[config.mk]
export PLATFORM = sky130hd
export DESIGN_NAME = mux_scan_ctrl
export DESIGN_NICKNAME = d
export VERILOG_FILES = /design/src/rtl/mux_scan_ctrl_pkg.sv /design/src/rtl/mux_scan_ctrl_settle_timer.sv /design/src/rtl/mux_scan_ctrl.sv
export SDC_FILE = /design/constraint.sdc
export NUM_CORES = 1
export LEC_CHECK = 0
export BUFFER_PORTS_ARGS = -buffer_cell sky130_fd_sc_hd__buf_2
export CORE_MARGIN = 2
export CORE_UTILIZATION = 50
export CTS_CLUSTER_DIAMETER = 40
export DETAILED_ROUTE_END_ITERATION = 10
export PLACE_DENSITY = 0.77
export SLEW_MARGIN = 20
export SYNTH_ARGS = -nofsm -noshare
export SYNTH_HDL_FRONTEND = slang
export SYNTH_SLANG_ARGS = --single-unit
export TNS_END_PERCENT = 100
[constraint.sdc]
create_clock -name clk -period 2 [get_ports clk]
set_clock_uncertainty 0.2 [all_clocks]
set_input_delay 0.4 -clock clk [delete_from_list [all_inputs] [get_ports clk]]
set_output_delay 0.4 -clock clk [all_outputs]
set_load 0.005 [all_outputs]
[src/rtl/mux_scan_ctrl_pkg.sv]
// Shared definitions for the mux scan controller: FSM encodings and channel indices.
package mux_scan_ctrl_pkg;

  typedef logic [1:0] ch_idx_t;

  localparam logic [1:0] ST_IDLE   = 2'd0;
  localparam logic [1:0] ST_SETTLE = 2'd1;
  localparam logic [1:0] ST_SAMPLE = 2'd2;
  localparam logic [1:0] ST_DONE   = 2'd3;

  localparam ch_idx_t CH_A = 2'd0;
  localparam ch_idx_t CH_B = 2'd1;
  localparam ch_idx_t CH_C = 2'd2;
  localparam ch_idx_t CH_D = 2'd3;

  function automatic logic is_busy(input logic [1:0] st);
    return (st == ST_SETTLE) || (st == ST_SAMPLE);
  endfunction

endpackage

[src/rtl/mux_scan_ctrl_settle_timer.sv]
// Settle timer: cleared by load, counts up while enabled, flags the last settle cycle.
module mux_scan_ctrl_settle_timer #(
  parameter int SETTLE_CYC = 2,
  parameter int CNT_W      = 4
) (
  input  logic clk,
  input  logic rst,
  input  logic load,
  input  logic en,
  output logic done
);

  localparam logic [CNT_W-1:0] TC = CNT_W'(SETTLE_CYC - 1);

  logic [CNT_W-1:0] cnt;

  always_ff @(posedge clk) begin
    if (rst || load) begin
      cnt <= '0;
    end else if (en) begin
      cnt <= cnt + CNT_W'(1);
    end
  end

  // Exact compare: the FSM leaves SETTLE on this cycle, so the count never wraps.
  assign done = en && (cnt == TC);

endmodule

[src/rtl/mux_scan_ctrl.sv]
// Round-robin scan of a 4:1 mux: settle on each channel, sample o_in, publish a 4-bit word.
//   state  | meaning
//   IDLE   | selects parked at 00, waiting for start or cont
//   SETTLE | select = k, waiting SETTLE_CYC cycles
//   SAMPLE | one cycle; o_in captured into bit k at the closing edge
//   DONE   | one cycle; word updated, word_valid high
module mux_scan_ctrl
  import mux_scan_ctrl_pkg::*;
#(
  parameter int SETTLE_CYC = 2,
  parameter int CNT_W      = 4
) (
  input  logic       clk,
  input  logic       rst,
  input  logic       start,
  input  logic       cont,
  input  logic       o_in,
  output logic       s1,
  output logic       s0,
  output logic [3:0] word,
  output logic       word_valid,
  output logic       busy
);

  if (SETTLE_CYC < 1 || SETTLE_CYC > 15 || (2 ** CNT_W) <= SETTLE_CYC) begin : g_bad_param
    $error("mux_scan_ctrl: SETTLE_CYC must be 1..15 and fit in CNT_W bits");
  end

  logic [1:0] state;
  logic [1:0] state_nxt;
  ch_idx_t    k;
  ch_idx_t    k_nxt;
  logic [3:0] cap;
  logic       timer_done;

  mux_scan_ctrl_settle_timer #(
    .SETTLE_CYC(SETTLE_CYC),
    .CNT_W     (CNT_W)
  ) u_timer (
    .clk (clk),
    .rst (rst),
    .load(state != ST_SETTLE),
    .en  (state == ST_SETTLE),
    .done(timer_done)
  );

  always_comb begin
    state_nxt = state;
    k_nxt     = k;
    case (state)
      ST_IDLE: begin
        k_nxt = CH_A;
        if (start || cont) state_nxt = ST_SETTLE;
      end
      ST_SETTLE: begin
        if (timer_done) state_nxt = ST_SAMPLE;
      end
      ST_SAMPLE: begin
        if (k == CH_D) begin
          state_nxt = ST_DONE;
        end else begin
          state_nxt = ST_SETTLE;
          k_nxt     = k + 2'd1;
        end
      end
      default: begin
        k_nxt     = CH_A;
        state_nxt = (start || cont) ? ST_SETTLE : ST_IDLE;
      end
    endcase
  end

  always_ff @(posedge clk) begin
    if (rst) begin
      state      <= ST_IDLE;
      k          <= CH_A;
      cap        <= 4'h0;
      word       <= 4'h0;
      word_valid <= 1'b0;
      busy       <= 1'b0;
      s1         <= 1'b0;
      s0         <= 1'b0;
    end else begin
      state <= state_nxt;
      k     <= k_nxt;
      if (state == ST_SAMPLE) begin
        cap[k] <= o_in;
        // Last channel goes straight into word so it is visible during DONE.
        if (k == CH_D) word <= {o_in, cap[2:0]};
      end
      word_valid <= (state_nxt == ST_DONE);
      busy       <= is_busy(state_nxt);
      {s1, s0}   <= is_busy(state_nxt) ? k_nxt : 2'b00;
    end
  end

endmodule

==> metrics.cfg <==
[outcome]
status = complete, no violations

[synthesis]
avgSynthCellArea_um2 = 10.2
synth-edff-count = 0
synth_nets = 94
ys_top_cells_by_area = dfxtp_1, ha_1, mux2i_1, nor2_1, a21oi_1
ys_async_sr_fraction_pct = 0
synthFlopType = dfxtp_1
synthAdderAreaFrac_pct = 10.4
ys_seq_area_share_pct = 45.4
synth-compound-area-share_pct = 11.8
ys_seq_elements = 19
synth-simple-area-share_pct = 18.4
yosysWarnings = 0
synth.cell_area_um2 = 838
ys_types = 24
synth_top_family_by_area = simple AND/OR/NAND/NOR gates
synth-xor-area-share_pct = 2.09
synth_top_area_cell = dfxtp_1
synthMuxAreaShare_pct = 8.36
synth_top_area_share_pct = 45.4
syn_inst = 82

[worst_setup_path]
timing.critical_path.buf_inv = 2
path_delay_family = adder cells
crit_arrival_ns = 1.90
cp_max_fo = 4
slowest_stage = dfxtp_1
cp_slowest_stage_delay_ns = 0.40
crit_chain = inv_1, ha_1, nor3b_1, o21ai_1, a21oi_1, ha_1, inv_1, a211oi_1
setup.worst_path.start_class = register
path_class = register to register
end_kind = register
cp.required_ns = 2.01

[routing]
wl_um = 1280
drc_errors = 0
drt_first_pass_iters = 2
avgViaCountPerCell = 5.20
route.met2.wl_um = 643
via_count = 603
postRouteAntennaNets = 0
wire_per_inst_um = 11.0
drt-met1-wl_um = 559
wl_met3_um = 46
top_layer_used = met4
drt_iter0_markers = 3

[timing]
worst_slew_pin_slew_ns = 0.262
slew_viol_final = 0
setup_viol = 0
finalHoldWorstSlack_ns = 0.183
finalCriticalPeriod_ns = 1.88
final.period_utilization_pct = 94.1
relSlewSlack_pct = 82.5
setup_ws_ns = 0.118
max_freq_ghz = 0.531
rsz0062_at_grt = false
hold_viol_final = 0
tns_ns = 0

[global_route]
globalRoute.totalOverflow = 0
grt_first_pass_wirelength_um = 2440
grt_use_total_pct = 16.5
grt_max_degree = 14
antenna_found_initial = 0
grt_pass1_vias = 635

[clocking]
cts-root-buf = clkbuf_4
post-cts-setup-buffers = 0
htreeDepth = 1
clk_path_buf_depth = 2
cts_sinks = 19
clkLatencyLatePin_ns = 0.30
cts_hold_buf = 0
clkTransAtPathRegs_ns = 0.10
cts_buffers = 3
cts_tree = built

[power]
power_density_nw_per_um2 = 684
p_int_w = 0.000498
p_clk_share_pct = 28.5
power_frac_comb_pct = 11.5
power_frac_seq_pct = 60.0
max-vdd-ir-drop_v = 0.000481
switchingPower_w = 0.000165
swShare_pct = 24.9
p_leak_nw = 0.451

[cells_and_area]
fin_util_pct = 62.9
fin_nets = 113
postLayoutCellArea_um2 = 970
layout_common_cells = dfxtp_1, nor2_1, buf_2, mux2i_1
area_growth_pct = 15.7
seqCellArea_um2 = 382
fillers = 127
multi_input_area_um2 = 439
drive_gt1_share_pct = 26.0
antenna_cells = 0
final_common_cell = dfxtp_1

[die]
die_w_um = 44.9
start_util_pct = 54.4
rows = 14
pin_count = 13
die_area_um2 = 2020
die_height_um = 44.9
design.core.area_um2 = 1540

[placement]
dp_hpwl_um = 982
dpl_cell_area_um2 = 930
gp_congestion = 0.761
dp_slack_ns = 0.00423
portBuffers = 12

[worst_hold_path]
hp-class = input pin to register

[flow_run]
cap_violations = 0

power groups by stage:
| stage | Combinational, W | Clock (W) | Sequential, W |
|---|---|---|---|
| 5_1_grt | 0.0000888 | 0.000207 | 0.000398 |
| 6_report | 0.0000764 | 0.000189 | 0.000397 |
| 3_3_place_gp | 0.0000721 | 0 | 0.000405 |
| 4_1_cts | 0.0000748 | 0.000196 | 0.000397 |
| 2_1_floorplan | 0.0000530 | 0 | 0.000404 |
| 3_5_place_dp | 0.0000741 | 0 | 0.000405 |
synthesized netlist by cell type, types with 2 or more instances:
library cell	count
nor2_1	14
a211oi_1	2
dfxtp_1	19
mux2i_1	7
nand3b_1	2
ha_1	7
o21ai_0	3
nand2_1	3
inv_1	5
nor3b_1	2
nand2b_1	2
a21oi_1	4
worst min-delay path, stage by stage:
cell,delay [ns]
buf_2,0.11
mux2i_1,0.07
nor2_1,0.07
flip-flops by register name (all words and copies together), names as in the netlist, 2 cells and up:
signal,cells
u_timer.cnt,4
state,2
cap,3
word,4
k,2
per-layer routing:
metal / track usage, % / vias to the layer above
met4: 10.6 / 0
met1: 18.3 / 276
met5: 0 / -
li1: - / 312
met3: 2.40 / 5
met2: 29.1 / 10
path summary, 6_finish.rpt:
kind                       start        endpoint  slack [ns]  cells past startpoint
setup / recovery        state[1]              s0        0.12                      8
hold / removal              o_in         word[3]        0.18                      3
setup reg to reg        state[1]              s0        0.12                      8
hold reg to reg   u_timer.cnt[0]  u_timer.cnt[0]        0.28                      1
through the flow:
step	power (W)	cells
floorplan	0.000457	82
global placement	0.000477	112
detailed placement	0.000480	112
CTS	0.000668	116
global route	0.000694	116
finish	0.000663	116
cell families (layout without fill, tap and decap cells):
group           count (synthesis)  count (layout)
mux                             7               7
xor+xnor                        2               2
flops                          19              19
buf+inv                         6              24
compound gates                 13              13
simple gates                   28              28
fa+ha+maj                       7               7
repair_timing:
action                                  in CTS  in global routing
resized for setup                            1                  4
endpoints found under the hold margin        0                  0
gates cloned                                 0                  0
endpoints found under the setup margin       1                  1
cell type report:
cell class / count / area share, %
Tap cell: 16 / 2.06
Multi-Input combinational cell: 57 / 45.3
Inverter: 5 / 1.94
Clock buffer: 3 / 2.32
Sequential cell: 19 / 39.4
Timing Repair Buffer: 15 / 8.52
Clock inverter: 1 / 0.516
Note: power is estimated with default switching activity, not from simulation.
